## config.mk

```make
export PLATFORM = sky130hd
export DESIGN_NAME = bw_round_engine_flat
export DESIGN_NICKNAME = d
export VERILOG_FILES = /design/src/rtl/bw_round_engine_if.sv /design/src/rtl/bw_round_engine.sv /design/src/flat_wrapper.sv
export SDC_FILE = /design/constraint.sdc
export NUM_CORES = 1
export LEC_CHECK = 0
export CORE_ASPECT_RATIO = 0.5
export CORE_MARGIN = 1
export CORE_UTILIZATION = 25
export DETAILED_ROUTE_END_ITERATION = 6
export HOLD_SLACK_MARGIN = 0.06
export MAX_ROUTING_LAYER = met4
export SLEW_MARGIN = 20
export SYNTH_ARGS = -nofsm -noshare
export SYNTH_HDL_FRONTEND = slang
export SYNTH_SLANG_ARGS = --single-unit
export TNS_END_PERCENT = 10
```

## constraint.sdc

```tcl
create_clock -name clk -period 4.7 [get_ports clk]
set_clock_uncertainty 0.1 [all_clocks]
set_input_delay 0.705 -clock clk [delete_from_list [all_inputs] [get_ports clk]]
set_output_delay 0.705 -clock clk [all_outputs]
set_load 0.01 [all_outputs]
```

## src/rtl/bw_round_engine_if.sv

```systemverilog
// bw_round_engine_if: player handshakes, hand/score status and round results for bw_round_engine.
interface bw_round_engine_if #(parameter int NCARD = 9);
  localparam int CIW = $clog2(NCARD);
  localparam int CW = $clog2(NCARD + 1);
  logic start;
  logic a_valid, a_ready, b_valid, b_ready;
  logic [CIW-1:0] a_card, b_card;
  logic [NCARD-1:0] a_hand, b_hand;
  logic [CW-1:0] a_black, a_white, b_black, b_white;
  logic res_valid;
  logic [1:0] res_winner;
  logic [CW-1:0] a_score, b_score, round;
  logic game_over, err;
  modport master(
    output start, a_valid, a_card, b_valid, b_card,
    input a_ready, b_ready, a_hand, b_hand, a_black, a_white, b_black, b_white,
    input res_valid, res_winner, a_score, b_score, round, game_over, err
  );
  modport slave(
    input start, a_valid, a_card, b_valid, b_card,
    output a_ready, b_ready, a_hand, b_hand, a_black, a_white, b_black, b_white,
    output res_valid, res_winner, a_score, b_score, round, game_over, err
  );
endinterface

```

## src/rtl/bw_round_engine.sv

```systemverilog
// bw_round_engine: two-player tile duel; each round both players play one tile and the higher value wins.
module bw_round_engine #(
  parameter int NCARD = 9
) (
  input logic clk,
  input logic reset,
  bw_round_engine_if.slave bus
);
  localparam int CIW = $clog2(NCARD);
  localparam int CW = $clog2(NCARD + 1);
  typedef enum logic [1:0] {IDLE, PLAY, RESOLVE, DONE} state_t;
  state_t state, state_next;
  logic [NCARD-1:0] a_hand, b_hand;
  logic a_lat, b_lat;
  logic [CIW-1:0] a_idx, b_idx, a_val, b_val;
  logic [CW-1:0] a_score, b_score, round;
  logic [CW-1:0] a_black, a_white, b_black, b_white;
  logic [1:0] winner;
  logic err;
  logic a_ready, b_ready, a_ok, b_ok, a_bad, b_bad, settle;
  assign a_ready = state == PLAY && !a_lat;
  assign b_ready = state == PLAY && !b_lat;
  assign a_ok = bus.a_valid && a_ready && int'(bus.a_card) < NCARD && a_hand[bus.a_card];
  assign b_ok = bus.b_valid && b_ready && int'(bus.b_card) < NCARD && b_hand[bus.b_card];
  assign a_bad = bus.a_valid && a_ready && !a_ok;
  assign b_bad = bus.b_valid && b_ready && !b_ok;
  assign a_val = a_lat ? a_idx : bus.a_card;
  assign b_val = b_lat ? b_idx : bus.b_card;
  // A round settles on the edge that supplies the second tile, whether it was latched earlier or arrives now
  assign settle = state == PLAY && (a_lat || a_ok) && (b_lat || b_ok);
  always_comb begin
    state_next = bus.start ? PLAY :
                 settle ? RESOLVE :
                 state == RESOLVE ? (round == CW'(NCARD) ? DONE : PLAY) : state;
  end
  always_ff @(posedge clk) state <= reset ? IDLE : state_next;
  always_ff @(posedge clk) begin
    if (reset) begin
      a_hand <= '0;
      b_hand <= '0;
      a_lat <= 1'b0;
      b_lat <= 1'b0;
      a_idx <= '0;
      b_idx <= '0;
      a_score <= '0;
      b_score <= '0;
      round <= '0;
      winner <= 2'b00;
      err <= 1'b0;
    end else if (bus.start) begin
      a_hand <= '1;
      b_hand <= '1;
      a_lat <= 1'b0;
      b_lat <= 1'b0;
      a_score <= '0;
      b_score <= '0;
      round <= '0;
      winner <= 2'b00;
      err <= 1'b0;
    end else begin
      err <= a_bad || b_bad;
      if (settle) begin
        a_hand <= a_hand & ~(NCARD'(1) << a_val);
        b_hand <= b_hand & ~(NCARD'(1) << b_val);
        a_lat <= 1'b0;
        b_lat <= 1'b0;
        a_score <= a_score + CW'(a_val > b_val);
        b_score <= b_score + CW'(b_val > a_val);
        round <= round + CW'(1);
        winner <= {b_val > a_val, a_val > b_val};
      end else begin
        if (a_ok) begin
          a_lat <= 1'b1;
          a_idx <= bus.a_card;
        end
        if (b_ok) begin
          b_lat <= 1'b1;
          b_idx <= bus.b_card;
        end
      end
    end
  end
  // Odd bit indices hold even tile values (black), even indices hold odd values (white)
  always_comb begin
    a_black = '0;
    a_white = '0;
    b_black = '0;
    b_white = '0;
    for (int i = 1; i < NCARD; i += 2) begin
      a_black = a_black + CW'(a_hand[i]);
      b_black = b_black + CW'(b_hand[i]);
    end
    for (int i = 0; i < NCARD; i += 2) begin
      a_white = a_white + CW'(a_hand[i]);
      b_white = b_white + CW'(b_hand[i]);
    end
  end
  assign bus.a_ready = a_ready;
  assign bus.b_ready = b_ready;
  assign bus.a_hand = a_hand;
  assign bus.b_hand = b_hand;
  assign bus.a_black = a_black;
  assign bus.a_white = a_white;
  assign bus.b_black = b_black;
  assign bus.b_white = b_white;
  assign bus.res_valid = state == RESOLVE;
  assign bus.res_winner = winner;
  assign bus.a_score = a_score;
  assign bus.b_score = b_score;
  assign bus.round = round;
  assign bus.game_over = state == DONE;
  assign bus.err = err;
endmodule

```

## src/flat_wrapper.sv

```systemverilog
// flat-port wrapper written by rule: the top's interface ports become plain ports
module bw_round_engine_flat 
#(
  parameter int NCARD = 9
)
  (clk, reset, bus_start, bus_a_valid, bus_a_card, bus_b_valid, bus_b_card, bus_a_ready, bus_b_ready, bus_a_hand, bus_b_hand, bus_a_black, bus_a_white, bus_b_black, bus_b_white, bus_res_valid, bus_res_winner, bus_a_score, bus_b_score, bus_round, bus_game_over, bus_err);
  bw_round_engine_if #(.NCARD(NCARD)) bus_i ();
  input logic clk;
  input logic reset;
  input wire logic [$bits(bus_i.start)-1:0] bus_start;
  input wire logic [$bits(bus_i.a_valid)-1:0] bus_a_valid;
  input wire logic [$bits(bus_i.a_card)-1:0] bus_a_card;
  input wire logic [$bits(bus_i.b_valid)-1:0] bus_b_valid;
  input wire logic [$bits(bus_i.b_card)-1:0] bus_b_card;
  output wire logic [$bits(bus_i.a_ready)-1:0] bus_a_ready;
  output wire logic [$bits(bus_i.b_ready)-1:0] bus_b_ready;
  output wire logic [$bits(bus_i.a_hand)-1:0] bus_a_hand;
  output wire logic [$bits(bus_i.b_hand)-1:0] bus_b_hand;
  output wire logic [$bits(bus_i.a_black)-1:0] bus_a_black;
  output wire logic [$bits(bus_i.a_white)-1:0] bus_a_white;
  output wire logic [$bits(bus_i.b_black)-1:0] bus_b_black;
  output wire logic [$bits(bus_i.b_white)-1:0] bus_b_white;
  output wire logic [$bits(bus_i.res_valid)-1:0] bus_res_valid;
  output wire logic [$bits(bus_i.res_winner)-1:0] bus_res_winner;
  output wire logic [$bits(bus_i.a_score)-1:0] bus_a_score;
  output wire logic [$bits(bus_i.b_score)-1:0] bus_b_score;
  output wire logic [$bits(bus_i.round)-1:0] bus_round;
  output wire logic [$bits(bus_i.game_over)-1:0] bus_game_over;
  output wire logic [$bits(bus_i.err)-1:0] bus_err;
  assign bus_i.start = bus_start;
  assign bus_i.a_valid = bus_a_valid;
  assign bus_i.a_card = bus_a_card;
  assign bus_i.b_valid = bus_b_valid;
  assign bus_i.b_card = bus_b_card;
  assign bus_a_ready = bus_i.a_ready;
  assign bus_b_ready = bus_i.b_ready;
  assign bus_a_hand = bus_i.a_hand;
  assign bus_b_hand = bus_i.b_hand;
  assign bus_a_black = bus_i.a_black;
  assign bus_a_white = bus_i.a_white;
  assign bus_b_black = bus_i.b_black;
  assign bus_b_white = bus_i.b_white;
  assign bus_res_valid = bus_i.res_valid;
  assign bus_res_winner = bus_i.res_winner;
  assign bus_a_score = bus_i.a_score;
  assign bus_b_score = bus_i.b_score;
  assign bus_round = bus_i.round;
  assign bus_game_over = bus_i.game_over;
  assign bus_err = bus_i.err;
  bw_round_engine #(.NCARD(NCARD)) u_core (.clk(clk), .reset(reset), .bus(bus_i));
endmodule
```

== Word-level counts from Yosys, hierarchy flattened ==
Index checks and enable logic that the tools add are counted.
Word-level totals
  register bits after elaboration: 45
  bits of input ports: 13
  output and inout bits: 53
Operators by class
  $add $sub $neg: 17
  magnitude comparators: 6
  equality and inequality tests: 4
  shift operators: 2
  muxes and demuxes: 14
  bitwise gates (word level): 6
  reductions and logical operators: 26
Operators by type and width (number)
  adder 4 x 1 -> 4 bit: 12
  two-way mux 9 bit: 4
  AND 9 bit: 2
  inverter 9 bit: 2
  left shift 1 x 4 -> 9 bit, first input constant: 2
  logical AND 1 bit: 12
  less-than comparator 4 x 5 -> 1 bit, second input constant: 2
  adder 1 x 1 -> 2 bit: 4
  binary-select mux 1 bit (select 4 bit): 2
  greater-than comparator 4 bit: 2
  less-than comparator 4 bit, second input constant: 2
  two-way mux 4 bit: 2
  two-way mux 2 bit: 3
  AND reduction 3 bit: 2
  adder 4 x 1 -> 4 bit, second input constant: 1
  == test 2 bit, second input constant: 2
  == test 4 bit, second input constant: 1
  zero test 1 bit: 4
  nonzero test 2 bit: 2
  logical OR 1 bit: 3
  two-way mux 1 bit: 3
  nonzero test 3 bit: 1
  OR reduction 3 bit: 1
  == test 2 x 1 -> 1 bit, second input constant: 1
  2 further kinds: 3

== Logic depth before layout (Yosys ltp) ==
Gate-level depths: netlist of the first run.
  depth after elaboration: 10
  depth in mapped cells: 13
  mapped depth without buffers: 12

== Worst setup path before layout of the first run ==
Ideal clock, no wire load.
  path type: in2reg
  start point: input port bus_b_card[1]
  end point: register u_core.b_score[2], in the netlist u_core.bus.b_score[2]
  data arrival time: 2.791 ns
  data required time: 4.529 ns
  path slack: 1.739 ns
  stages on the path: 13
  path through: buf_4 > mux2_2 > inv_1 > ha_1 > nor2b_1 > o21a_1 > o21a_1 > nor2_1 > ha_1 > ha_1 > inv_1 > or3_1 > a21oi_1
On the way
  word-level cells in the longest chain between the ends: 5
Ends and longest elaborated chain
  start, declared: RTL line flat_wrapper.sv:14  | input wire logic [$bits(bus_i.b_card)-1:0] bus_b_card;
  branches (longest 5 deep; another with greater-than comparator 4 bit)
  end signal, assigned: RTL line bw_round_engine.sv:68  | b_score <= b_score + CW'(b_val > a_val);
  end, declared: RTL line bw_round_engine.sv:16  | logic [CW-1:0] a_score, b_score, round;
Several ways; the timed one is not identified. The select of a mux whose other input is x is not followed.
A chain may end at the register's enable or synchronous reset.

== Worst setup path in the final report of the first run ==
  start point: input port bus_a_card[3]
  end point: register u_core.b_score[2], in the netlist u_core.bus.b_score[2]
On the way
  word-level cells in the longest chain between the ends: 6
Ends and longest elaborated chain
  start, declared: RTL line flat_wrapper.sv:12  | input wire logic [$bits(bus_i.a_card)-1:0] bus_a_card;
  branches (longest 6 deep; another with greater-than comparator 4 bit)
Several ways; the timed one is not identified. The select of a mux whose other input is x is not followed.

==> results of run 1 <==
## final timing paths
path,from,to,slack [ps],cells after the start
worst max-delay path,bus_a_card[3],u_core.bus.b_score[2],1230,11
worst min-delay path,u_core.bus.a_score[3],u_core.bus.a_score[3],390,2
worst max register to register,u_core.a_lat,u_core.bus.b_score[2],1510,11
worst min register to register,u_core.bus.a_score[3],u_core.bus.a_score[3],390,2
## metal layers
layer,share of wire,track usage,vias up,routed length (um)
li1,-,-,1140,-
met1,0.53,0.1651,1036,3419
met2,0.43,0.1946,41,2748
met3,0.032,0.02545,6,206
met4,0.012,0.04467,0,78
met5,0,-,-,0
## registers in the layout, summed over array words and instances, names as in the netlist
signal and count:
u_core.bus.err 1, u_core.a_lat 1, u_core.b_idx 4, u_core.b_lat 1, u_core.bus.round 4, u_core.bus.a_hand 9
u_core.bus.b_hand 9, u_core.a_idx 4, u_core.bus.res_winner 2, u_core.state 2, u_core.bus.a_score 4, u_core.bus.b_score 4
## metrics by stage
stage	instances	total power, mW	setup WS (ps)
after floorplan	297	0.5505	1739
after global placement	480	0.6509	950.8
after detailed placement	480	0.6532	964.6
after CTS	488	1.024	1216
after global routing	488	1.066	967.0
final	488	1.013	1235
## cell type report
type	count	area, sq um	area share
clock buffer	7	152.6	0.04334
clock inverter	1	5.005	0.001421
inverter	23	86.33	0.02451
multi-input combinational	210	1584	0.4497
sequential	45	900.9	0.2558
tap	140	175.2	0.04973
timing repair buffer	62	618.1	0.1755
## cells in the mapped netlist (4+ instances only)
cell type  number  area [sq um]
inv_1          23         86.33
o21a_1          4         30.03
buf_2           7         35.03
nor4b_1         5         43.79
fa_1            6         120.1
buf_4           5         37.54
dfxtp_1        45         900.9
o21ai_0        14         70.07
ha_1           18         225.2
clkbuf_1        6         22.52
a21oi_1        18         90.09
nand3_1         7         35.03
nor2_1         24         90.09
nand2_1        24         90.09
o311ai_0        8         70.07
mux2i_1        26         260.3
or3_1           7         43.79
nor2b_1         5         31.28
## tightest hold or removal path, delay by kind of cell, from the launching register on
family / cells / cell delay, ps
DFF: 1 / 320
AOI/OAI and AO/OA: 2 / 130
## cell families (layout without fill, tap and decap cells)
group,count (synthesis),after routing,synth area share
flip-flops,45,45,0.3379
AO/OA/AOI/OAI,65,65,0.1807
buffers and inverters,42,93,0.07226
AND/OR/NAND/NOR,87,87,0.1647
adder cells (fa/ha/maj),24,24,0.1295
other,1,4,0.001406
multiplexers,29,29,0.1103
XOR/XNOR,1,1,0.003285
## power by group through the flow
stage	Sequential, mW	Combinational (mW)	Clock [mW]
after global routing	0.417	0.254	0.394
after global placement	0.424	0.227	0
final	0.415	0.228	0.370
after floorplan	0.423	0.127	0
after CTS	0.415	0.230	0.379
after detailed placement	0.424	0.229	0
==> flow_summary_export.csv, run 1 <==
group,metric,value,unit
run_status,status,"complete, no violations",
worst_setup_path,cp.arrival,3570,ps
clocking,cts_tree,"done",
drt,viasPerCell,4.555,
floorplanning,top_level_ports,66,
grt,grt_usage,0.1261,
timing,min_period_over_period,0.7372,
drt,route.detailed.drc,0,
job,cap_violations,0,
floorplanning,fp.dieH,75.03,um
clocking,cts_made_buffers,5,
grt,antenna_found_initial,0,
timing,maxSlewHeadroom,0.4600,
placement,placement.io_buffers,61,
pwr,pwr_density_cell,287.6,nW/um^2
timing,finalSetupViolations,0,
grt,grt_max_degree,40,
worst_setup_path,crit_buf_inv,3,
clocking,clockBufferDepth,2,
synth,yosysSeqAreaShare,0.3379,
synth,synth-edff-count,0,
timing,period_minus_slack,3465,ps
pwr,internal-power,0.7396,mW
pwr,p_seq_frac,0.410,
finish,final_cell_area,3522,sq um
worst_setup_path,crit_type,"in -> reg",
timing,hold_viol,0,
synth,synth_seq_cells,45,
drt,wl_per_cell,13.22,um
worst_setup_path,crit_required,4800,ps
floorplanning,placementRows,26,
clocking,path_clk_slew,60,ps
floorplanning,fp.coreArea,10280,sq um
synth,netlist_area,2666,sq um
finish,areaGrowthSynthToFinish,32.10,%
synth,synthCells,294,
worst_setup_path,cp_top_family,"compound AO/OA/AOI/OAI gates",
worst_hold_path,hp-class,"reg -> reg",
worst_setup_path,setup.worst_path.end_class,"flip-flop",
finish,final_common_cell,"clkdlybuf4s50_1",
placement,dp_hpwl,4838,um
synth,ys_types,50,
worst_setup_path,crit_chain,"clkdlybuf4s50_1 > a21boi_0 > inv_1 > ha_1 > o21a_1 > nor2_1 > ha_1 > ha_1 > inv_1 > or3_1 > a21oi_1",
placement,finalWeightedCongestion,0.8273,
finish,antenna_cells,0,
grt,grt_pass1_vias,2111,
timing,worst_pin_slew,807.4,ps
synth,synth_warnings,0,
finish,final_cell_mix,"clkdlybuf4s50_1 (61), dfxtp_1 (45), mux2i_1 (26), nor2_1 (24), nand2_1 (24)",
clocking,insertion_delay,290,ps
finish,fill_cells,1086,
clocking,cts-root-buf,"clkbuf_16",
synth,async_flop_share,0,
drt,num_vias,2223,
pwr,power.static_leakage,1.377,nW
timing,final-max-slew-violation-count,0,
worst_setup_path,cpPeakStageDelay,590,ps
worst_setup_path,critical-path-slowest-cell,"a21boi_0",
clocking,hold_buffers,0,
timing,fmax,288.6,MHz
drt,drt_wl_total,6452,um
timing,hold_ws,393.1,ps
worst_setup_path,crit_top_cell,"ha_1",
floorplanning,dieArea,11110,sq um
pwr,pwr-share-clk,0.365,
pwr,max-vdd-ir-drop,0.1495,mV
clocking,cts_setup_buffers,0,
pwr,p_switching,0.2734,mW
finish,nets,384,
timing,setup_tns,0,ps
clocking,htree_levels,2,
drt,drtIter0Drc,129,
finish,final_util,0.3426,
finish,final_layout_size_suffix_gt1_frac,0.05460,
drt,drtPass1Iterations,4,
timing,rsz0062_at_grt,"false",
worst_setup_path,start_kind,"input pin",
floorplanning,die_w,148.1,um
floorplanning,start_util,0.2594,
grt,grt_pass1_wl,10550,um
worst_setup_path,cp_max_fo,5,
grt,grt-ovfl-total,0,
clocking,cts_resized,0,
placement,dpl-instance-area,3364,sq um
pwr,p_sw_frac,0.2699,
synth,synth_top_flop_cell,"dfxtp_1",
drt,antenna_left,0,
clocking,cts.sinks,45,
pwr,power_frac_comb,0.225,
synth,syn_avg_cell_area,9.069,sq um
Power figures use the tool's default switching activity.
==> run 2: changes to the inputs <==
Clock period 4.7 ns to 3.6 ns, I/O delays scaled along.
==> run 2 against run 1 <==
Sequential power rose by 30%. Clock power up 61%. Critical endpoint is now bus_b_white[1]. Largest cell class unchanged. Wire length grew 1.2%. Critical path type is now reg -> out. Global-route usage down 0.28 points. Final area increased by 2.3%. Sequential cell count unchanged. Setup slack got worse by 920 ps. Non-clock buffer count rose by 6. Register-to-register slack worse by 870 ps. Highest routed layer unchanged.
==> flow_summary_export.csv, run 2 (same netlist as run 1, synthesis figures left out) <==
group,metric,value,unit
drt,drtPass1Iterations,4,
timing,finalSetupViolations,0,
worst_setup_path,crit_required,2960,ps
finish,reg_top3,"u_core.bus.a_hand (9), u_core.bus.b_hand (9)",
finish,seq_area,900.9,sq um
job,cap_violations,0,
pwr,max-vdd-ir-drop,0.1800,mV
run_status,status,"complete, no violations",
placement,finalWeightedCongestion,0.8108,
finish,final_util,0.3505,
placement,preCtsSetupSlack,245.0,ps
drt,drt_wl_total,6531,um
finish,areaGrowthSynthToFinish,35.15,%
drt,wl_per_cell,13.22,um
timing,rsz0062_at_grt,"false",
worst_hold_path,hp-class,"reg -> reg",
clocking,cts_tree,"done",
placement,place_inst,486,
finish,stdcell_count,494,
drt,antenna_left,0,
pwr,pwr_density_cell,399.7,nW/um^2
placement,dpl-instance-area,3410,sq um
clocking,cts_resized,0,
timing,final-max-slew-violation-count,0,
finish,final_cell_area,3603,sq um
pwr,power_frac_comb,0.211,
pwr,power.static_leakage,1.421,nW
pwr,p_switching,0.3649,mW
grt,grt_pass1_wl,10320,um
finish,final_cell_mix,"clkdlybuf4s50_1 (61), dfxtp_1 (45), mux2i_1 (26), nor2_1 (24), nand2_1 (24)",
timing,period_minus_slack,3282,ps
finish,antenna_cells,0,
placement,dp_hpwl,4916,um
finish,final_layout_size_suffix_gt1_frac,0.07062,
floorplanning,dieArea,11110,sq um
clocking,cts-root-buf,"clkbuf_16",
drt,num_vias,2313,
drt,viasPerCell,4.682,
timing,worst_pin_slew,607.1,ps
finish,multi_input_area,1584,sq um
worst_setup_path,start_kind,"flip-flop",
finish,final_common_cell,"clkdlybuf4s50_1",
floorplanning,top_level_ports,66,
floorplanning,fp.coreArea,10280,sq um
pwr,pwr-share-clk,0.414,
clocking,cts_setup_buffers,0,
worst_setup_path,critical-path-slowest-cell,"clkdlybuf4s50_1",
timing,setup_tns,0,ps
grt,grt-ovfl-total,0,
clocking,cts_made_buffers,5,
worst_setup_path,cpPeakStageDelay,530,ps
floorplanning,fp.dieH,75.03,um
grt,grt_usage,0.1233,
clocking,insertion_delay,290,ps
timing,hold_viol,0,
pwr,p_sw_frac,0.2533,
floorplanning,start_util,0.2594,
worst_setup_path,crit_chain,"ha_1 > inv_1 > fa_1 > inv_1 > ha_1 > fa_1 > clkdlybuf4s50_1",
timing,min_period_over_period,0.9118,
clocking,cts.sinks,45,
clocking,clockBufferDepth,2,
clocking,path_clk_slew,60,ps
worst_setup_path,setup.worst_path.end_class,"primary output",
grt,grt_pass1_vias,2065,
worst_setup_path,cp_max_fo,4,
worst_setup_path,cp.arrival,2640,ps
timing,final.setup.worst_slack,317.7,ps
placement,placement.io_buffers,61,
floorplanning,placementRows,26,
grt,antenna_found_initial,0,
finish,nets,390,
drt,route.detailed.drc,0,
drt,drtIter0Drc,192,
clocking,htree_levels,2,
timing,fmax,304.7,MHz
pwr,internal-power,1.076,mW
floorplanning,die_w,148.1,um
grt,grt_max_degree,43,
worst_setup_path,rrSetupSlack,640,ps
clocking,hold_buffers,0,
finish,fill_cells,1062,
pwr,p_seq_frac,0.375,
timing,maxSlewHeadroom,0.5943,
worst_setup_path,crit_type,"reg -> out",
-- run 2: changes by cell type in the layout (fill, tap and decap cells not counted), sizes merged --
cell | before | now
clkbuf | 7 | 5
bufinv | 0 | 2
clkinv | 1 | 0
buf | 1 | 7
inv | 23 | 24
-- run 2: final cells by class --
cell class / count / share of cell area
inverters: 23 / 0.02396
repair buffers: 68 / 0.1840
multi-input cells: 210 / 0.4396
flip-flops and latches: 45 / 0.2500
well taps: 140 / 0.04861
clock buffers: 5 / 0.03472
clock inverters: 3 / 0.01910
-- run 2: worst paths after layout --
path | from | end | depth (start not counted)
setup / recovery | u_core.bus.b_hand[2] | bus_b_white[1] | 7
hold reg to reg | u_core.a_idx[3] | u_core.a_idx[3] | 2
setup reg to reg | u_core.a_lat | u_core.bus.b_score[2] | 11
hold / removal | u_core.a_idx[3] | u_core.a_idx[3] | 2
-- run 2: routing by layer --
metal | global-route usage | up-vias | share of wire
li1 | - | 1157 | -
met1 | 0.1686 | 1108 | 0.53
met2 | 0.1873 | 43 | 0.43
met3 | 0.02303 | 5 | 0.028
met4 | 0.03093 | 0 | 0.0075
met5 | - | - | 0
-- run 2: worst max-delay path, delay by kind of cell (launching register included) --
| kind | cells | cell delay (ps) |
|---|---|---|
| adder cells (fa/ha/maj) | 4 | 1400 |
| buffers and inverters | 3 | 610 |
| flip-flops | 1 | 350 |
-- run 2: stage by stage --
step | hold slack, ps | total power [mW]
after floorplan | 354.4 | 0.7187
after global placement | 376.9 | 0.8531
after detailed placement | 389.1 | 0.8584
after CTS | 402.0 | 1.462
after global routing | 448.8 | 1.515
final | 394.0 | 1.440
-- run 2: power by group through the flow --
stage	sequential (mW)	combinational (mW)	clock [mW]
2_1_floorplan	0.552	0.166	0
3_3_place_gp	0.552	0.301	0
3_5_place_dp	0.552	0.306	0
4_1_cts	0.541	0.307	0.614
5_1_grt	0.544	0.335	0.636
6_report	0.540	0.304	0.596
==> run 3: changes to the inputs <==
Settings changed: CORE_MARGIN 1 to 8, CORE_UTILIZATION 25 to 50, PLACE_DENSITY set to 0.78.
==> run 3 against run 2 <==
Combinational power is 3% higher. Sequential share of layout area is 1.3 points higher. Utilization is 33 points higher. Non-clock buffer count is 2 lower. Global-route usage is 4.7 points higher. First-iteration DRC count is 44% lower. Cell count is 15% lower. Power is 13% lower. Critical endpoint unchanged. Highest routed layer unchanged.
==> flow_summary_export.csv, run 3 (same netlist as run 1, synthesis figures left out) <==
group,metric,value,unit
finish,final_common_cell,"clkdlybuf4s50_1",
pwr,power.static_leakage,1.374,nW
finish,stdcell_count,422,
grt,antenna_found_initial,0,
drt,route.detailed.drc,0,
worst_setup_path,crit_type,"reg -> out",
finish,reg_top3,"u_core.bus.a_hand (9), u_core.bus.b_hand (9)",
floorplanning,placementRows,18,
timing,hold_viol,0,
floorplanning,dieArea,8067,sq um
clocking,cts_resized,0,
finish,areaGrowthSynthToFinish,28.53,%
finish,final_cell_mix,"clkdlybuf4s50_1 (61), dfxtp_1 (45), mux2i_1 (26), nor2_1 (24), nand2_1 (24)",
drt,wl_per_cell,16.34,um
clocking,hold_buffers,0,
pwr,pwr_density_cell,365.7,nW/um^2
finish,nets,388,
worst_setup_path,crit_chain,"ha_1 > inv_1 > fa_1 > inv_1 > ha_1 > fa_1 > clkdlybuf4s50_1",
drt,viasPerCell,5.559,
worst_setup_path,setup.worst_path.end_class,"primary output",
worst_setup_path,crit_required,2960,ps
placement,place_inst,414,
drt,drtPass1Iterations,4,
worst_setup_path,crit_cells,7,
finish,antenna_cells,0,
clocking,cts_tree,"done",
timing,worst_pin_slew,612.7,ps
timing,rsz0062_at_grt,"false",
worst_setup_path,r2r_cells,12,
floorplanning,fp.dieH,67.64,um
grt,grt_max_degree,34,
floorplanning,fp.coreArea,5022,sq um
floorplanning,die_w,119.3,um
job,cap_violations,0,
worst_hold_path,min_path_cells,2,
timing,min_period_over_period,0.9335,
grt,grt_pass1_vias,2268,
worst_setup_path,cp_top_family,"adder cells",
finish,fill_cells,385,
clocking,path_clk_slew,90,ps
run_status,status,"complete, no violations",
worst_setup_path,crit_buf_inv,3,
clocking,insertion_delay,290,ps
clocking,cts_setup_buffers,0,
placement,dp_hpwl,5203,um
worst_setup_path,start_kind,"flip-flop",
clocking,cts_made_buffers,5,
placement,finalWeightedCongestion,0.8543,
grt,grt_usage,0.1702,
timing,maxSlewHeadroom,0.5906,
drt,antenna_left,0,
worst_setup_path,cpPeakStageDelay,560,ps
grt,grt-ovfl-total,0,
timing,hold_ws,399.4,ps
clocking,cts.sinks,45,
clocking,cts-root-buf,"clkbuf_8",
pwr,max-vdd-ir-drop,0.1769,mV
timing,final-max-slew-violation-count,0,
finish,final_util,0.6824,
worst_setup_path,critical-path-slowest-cell,"clkdlybuf4s50_1",
worst_setup_path,cp_max_fo,4,
timing,fmax,297.6,MHz
clocking,htree_levels,2,
floorplanning,top_level_ports,66,
floorplanning,start_util,0.5309,
finish,final_layout_size_suffix_gt1_frac,0.06534,
clocking,clockBufferDepth,2,
drt,drt_wl_total,6895,um
drt,drtIter0Drc,107,
worst_setup_path,cp.arrival,2720,ps
drt,num_vias,2346,
timing,period_minus_slack,3361,ps
timing,finalSetupViolations,0,
placement,placement.io_buffers,61,
timing,setup_tns,0,ps
grt,grt_pass1_wl,10980,um
worst_hold_path,hp-class,"reg -> reg",
run 3: cell count changes in the layout (fill, tap and decap cells not counted), sizes merged:
cell | before | now
clkinvlp | 0 | 1
clkbuf | 5 | 6
inv | 24 | 23
bufinv | 2 | 1
buf | 7 | 5
run 3: worst paths after layout:
check	start	endpoint	slack, ps
setup / recovery	u_core.bus.b_hand[0]	bus_b_white[1]	240
hold / removal	u_core.bus.a_score[3]	u_core.bus.a_score[3]	400
setup reg to reg	u_core.b_lat	u_core.bus.b_score[2]	430
hold reg to reg	u_core.bus.a_score[3]	u_core.bus.a_score[3]	400
run 3: power by group:
group | internal, mW | switching (mW) | leakage (nW)
logic | 0.160 | 0.154 | 0.947
registers | 0.517 | 0.0229 | 0.369
clock network | 0.226 | 0.174 | 0.0574
total | 0.903 | 0.351 | 1.37
run 3: stage by stage:
step	area (sq um)	worst slack (ps)	total power [mW]
5_1_grt	3427	121.5	1.314
3_5_place_dp	3307	141.7	0.8652
3_3_place_gp	3307	298.9	0.8545
6_report	3427	239.4	1.253
2_1_floorplan	2678	803.8	0.7187
4_1_cts	3427	220.6	1.263
run 3: final cells by class:
class	count	area [sq um]	share of cell area
Multi-Input combinational cell	210	1584	0.4622
Sequential cell	45	900.9	0.2629
Timing Repair Buffer	66	648.1	0.1891
Tap cell	70	87.58	0.02556
Inverter	23	86.33	0.02519
Clock buffer	6	82.58	0.02410
Clock inverter	2	37.54	0.01095
run 3: metal layers:
layer  part of all wire  global-route usage  up-vias
li1                   -                   -     1141
met1               0.47              0.2006     1118
met2               0.45              0.2856       78
met3              0.066             0.04659        9
met4              0.010             0.04524        0
met5                  0                   -        -
run 3: tightest hold or removal path: stages, from the launching register on:
cell	delay [ps]
dfxtp_1	330
o21ai_0	70
a21oi_1	60
==> edit 1 (flow settings as in run 2) <==
Re-encode `state_t` (4 states) as one-hot, 4 bits wide.
--- a/src/rtl/bw_round_engine.sv
+++ b/src/rtl/bw_round_engine.sv
@@ -9,5 +9,5 @@
   localparam int CIW = $clog2(NCARD);
   localparam int CW = $clog2(NCARD + 1);
-  typedef enum logic [1:0] {IDLE, PLAY, RESOLVE, DONE} state_t;
+  typedef enum logic [3:0] {IDLE = 4'b0001, PLAY = 4'b0010, RESOLVE = 4'b0100, DONE = 4'b1000} state_t;
   state_t state, state_next;
   logic [NCARD-1:0] a_hand, b_hand;
Function: same outputs for any inputs over 4 cycles, from zero or initial values and one cycle with reset high; so few cycles prove little.
==> edit 1 against run 2 <==
Largest power group is now sequential cells. Total power shrank 5.3%. Sequential cell count grew 2. Worst hold slack lost 0.0041 ns. Design area grew 1.7%. Wire length grew 0.26%. Setup slack lost 0.045 ns. Die area grew 2.2%. Synthesized area grew 2.3%.
==> edit 1: results (changes against run 2) <==
cp_data_arrival_time_ns: 2.69  # was 2.64 ns
synth_xor_area_frac: 0.01285  # was 0.003285
maxSlewHeadroom: 0.5234  # was 0.5943
first_pass_iters: 5  # was 4
crit_fanout: 4  # unchanged
nets: 403  # was 390
dr_wl_met2_mm: 2.838  # was 2.835 mm
p_int_w: 0.001023  # was 0.001076 W
synth_mux_area_frac: 0.1179  # was 0.1103
place_inst: 499  # was 486
grt_pass1_vias: 2064  # was 2,065
drtIter0Drc: 135  # was 192
dr_wl_met3_um: 209  # was 181 um
status: "finished clean"  # unchanged
seqCellArea_um2: 940.9  # was 900.9 um2
fillers: 1089  # was 1,062
synth_compound_area_frac: 0.1648  # was 0.1807
synth_fa_ha_area_frac: 0.1267  # was 0.1295
syn-mean-instance-area_um2: 8.939  # was 9.069 um2
vias: 2282  # was 2,313
ys_top_cells_by_area: "dfxtp_1, ha_1, mux2i_1"  # was dfxtp_1, mux2i_1, ha_1
wl_per_cell_um: 12.92  # was 13.22 um
place_area_mm2: 0.003490  # was 0.003410 mm2
peakVddDrop_uv: 198.6  # was 180.0 uV
layout-drive-gt1-share: 0.07629  # was 0.07062
seq_area_frac_synth: 0.3451  # was 0.3379
viasPerCell: 4.501  # was 4.682
ys_top_cells_by_count: "dfxtp_1, nor2_1, a21oi_1, inv_1, mux2i_1"  # was dfxtp_1, mux2i_1, nand2_1, nor2_1, inv_1
p_leak_nw: 1.435  # was 1.421 nW
track_usage: 0.1215  # was 0.1233
place_hpwl_mm: 4.997  # was 4.916 mm
[edit 1: routing by layer]
layer  vias to the layer above  track usage
li1                       1169            -
met1                      1076       0.1735
met2                        35       0.1790
met3                         2      0.02096
met4                         0      0.02357
met5                         -            -
[edit 1: worst register-to-register path: stages, from the launching register on]
cell and delay (ns):
dfxtp_1 0.53, mux2i_1 0.38, inv_1 0.12, ha_1 0.32
nor2b_1 0.13, o21a_1 0.16, o21a_1 0.18, o21a_1 0.20
ha_1 0.21, ha_1 0.27, mux2i_1 0.13, nor2_1 0.05
[edit 1: worst paths after layout]
check / from / end / slack [ns] / cells past startpoint
max: u_core.bus.b_hand[0]$_SDFFE_PP0P_ / bus_b_white[1] / 0.27 / 9
min: u_core.bus.a_score[3]$_SDFFE_PP0P_ / u_core.bus.a_score[3]$_SDFFE_PP0P_ / 0.39 / 2
max reg2reg: u_core.a_lat$_SDFFE_PP0P_ / u_core.bus.a_score[1]$_SDFFE_PP0P_ / 0.69 / 11
min reg2reg: u_core.bus.a_score[3]$_SDFFE_PP0P_ / u_core.bus.a_score[3]$_SDFFE_PP0P_ / 0.39 / 2
[edit 1: layout make-up]
cell class / instances / area share
clock buffers: 6 / 0.03791
clock inverters: 2 / 0.009563
inverters: 26 / 0.02664
multi-input cells: 217 / 0.4382
flip-flops and latches: 47 / 0.2568
well taps: 140 / 0.04781
repair buffers: 69 / 0.1831
[edit 1: power by group through the flow]
stage	registers, W	clock network (W)	logic, W
after floorplan	0.000569	0	0.000142
after global placement	0.000569	0	0.000267
after detailed placement	0.000569	0	0.000269
after CTS	0.000557	0.000552	0.000271
after global routing	0.000560	0.000566	0.000303
final	0.000557	0.000540	0.000268
==> edit 2 (settings of run 2) <==
Made on the original files. `NCARD` is set to 9 in 3 places; all go to 18.
--- a/src/rtl/bw_round_engine_if.sv
+++ b/src/rtl/bw_round_engine_if.sv
@@ -1,4 +1,4 @@
 // bw_round_engine_if: player handshakes, hand/score status and round results for bw_round_engine.
-interface bw_round_engine_if #(parameter int NCARD = 9);
+interface bw_round_engine_if #(parameter int NCARD = 18);
   localparam int CIW = $clog2(NCARD);
   localparam int CW = $clog2(NCARD + 1);
--- a/src/rtl/bw_round_engine.sv
+++ b/src/rtl/bw_round_engine.sv
@@ -1,5 +1,5 @@
 // bw_round_engine: two-player tile duel; each round both players play one tile and the higher value wins.
 module bw_round_engine #(
-  parameter int NCARD = 9
+  parameter int NCARD = 18
 ) (
   input logic clk,
--- a/src/flat_wrapper.sv
+++ b/src/flat_wrapper.sv
@@ -2,5 +2,5 @@
 module bw_round_engine_flat 
 #(
-  parameter int NCARD = 9
+  parameter int NCARD = 18
 )
   (clk, reset, bus_start, bus_a_valid, bus_a_card, bus_b_valid, bus_b_card, bus_a_ready, bus_b_ready, bus_a_hand, bus_b_hand, bus_a_black, bus_a_white, bus_b_black, bus_b_white, bus_res_valid, bus_res_winner, bus_a_score, bus_b_score, bus_round, bus_game_over, bus_err);
Interface: changed (11 resized); port bits go from 66 to 93. The function was not compared with the original's and may differ.
==> edit 2 against run 2 <==
The run now ends with setup timing left. Synthesized area up 73%. Core utilization grew 0.45 points. Total power is 72% higher. Wire length increased by 97%. Design area up 74%. Sequential share of layout area decreased by 3.2 points. Non-clock buffer count grew 62. Setup slack got worse by 0.74 ns. Sequential power up 51%. Sequential cell count increased by 23. Critical endpoint unchanged. Largest power group is now combinational cells.
==> edit 2: results (changes against run 2) <==
n_all_inverters: 64  # was 23
rr_worst_depth: 12  # was 11
netSwitchingPower_w: 0.0008049  # was 0.0003649 W
place_hpwl_mm: 9.977  # was 4.916 mm
worstHoldEndpoint: "u_core.a_idx[1]$_SDFFE_PP0P_"  # was u_core.a_idx[3]$_SDFFE_PP0P_
fillers: 1804  # was 1,062
worstReg2RegEnd: "u_core.bus.b_score[4]$_SDFFE_PP0P_"  # was u_core.bus.b_score[2]$_SDFFE_PP0P_
n_sequential_cell: 68  # was 45
reg_top3: "u_core.bus.a_hand (18), u_core.bus.b_hand (18)"  # was u_core.bus.a_hand (9), u_core.bus.b_hand (9)
seq_share: 0.2179  # was 0.2500
peakVddDrop_uv: 251.8  # was 180.0 uV
maxSlewHeadroom: 0.4130  # was 0.5943
slowest_stage: "fa_1"  # was clkdlybuf4s50_1
wl_per_cell_um: 15.19  # was 13.22 um
seqPwrFrac: 0.330  # was 0.375
setup_slack_ns: -0.4265  # was 0.3177 ns
first_pass_iters: 5  # was 4
ys_top_cells_by_area: "dfxtp_1, ha_1, fa_1"  # was dfxtp_1, mux2i_1, ha_1
grt_pass1_vias: 3923  # was 2,065
hold_start: "u_core.a_idx[1]$_SDFFE_PP0P_"  # was u_core.a_idx[3]$_SDFFE_PP0P_
ys_types: 54  # was 50
violations: "setup timing"
nets: 680  # was 390
status: "finished with violations"  # was finished clean
grt_first_pass_wirelength_mm: 21.04  # was 10.32 mm
place.gp.congestion: 0.8390  # was 0.8108
pwr-share-clk: 0.325  # was 0.414
synth_compound_area_frac: 0.1639  # was 0.1807
cts_buffers: 9  # was 5
portBuffers: 88  # was 61
synth_xor_area_frac: 0.007611  # was 0.003285
synthCells: 496  # was 294
p_leak_nw: 2.661  # was 1.421 nW
seq_area_frac_synth: 0.2957  # was 0.3379
ys_top_cells_by_count: "dfxtp_1, inv_1, ha_1"  # was dfxtp_1, mux2i_1, nand2_1, nor2_1, inv_1
grt_max_degree: 58  # was 43
buffers: 130  # was 68
track_usage: 0.1436  # was 0.1233
p_int_w: 0.001673  # was 0.001076 W
setup_viol: 12  # was 0
pre_cts_slack_ns: -0.4168  # was 0.2450 ns
synth_mux_area_frac: 0.08372  # was 0.1103
-- edit 2: stage by stage --
step / setup TNS (ns) / cell area (um2) / utilization
floorplan: 0 / 4614 / -
global placement: -2.998 / 5959 / 0.3368
detailed placement: -3.518 / 5959 / 0.3368
CTS: -4.534 / 6217 / 0.3513
global route: -5.049 / 6282 / 0.3550
finish: -3.734 / 6282 / 0.3550
-- edit 2: timing repair --
action / CTS / global route
gates resized for setup: 49 / 28
hold buffers: 0 / 0
endpoints found under the setup margin: 16 / 16
pin swaps: 7 / 18
setup buffers: 1 / 0
-- edit 2: per-layer routing --
metal	GRT usage	part of all wire	vias to the layer above	wire (um)
met2	0.2227	0.47	66	6059
li1	-	-	1966	-
met3	0.02625	0.032	10	415
met4	0.04029	0.0099	0	128
met1	0.1910	0.49	1944	6279
met5	-	0	-	0
-- edit 2: cells by family after synthesis --
family                     Yosys count
xor gates and xnor gates             4
and+or+nand+nor                    140
adders and majority gates           55
muxes                               33
DFF                                 68
AOI/OAI and AO/OA                  101
other                                1
buffers and inverters               94
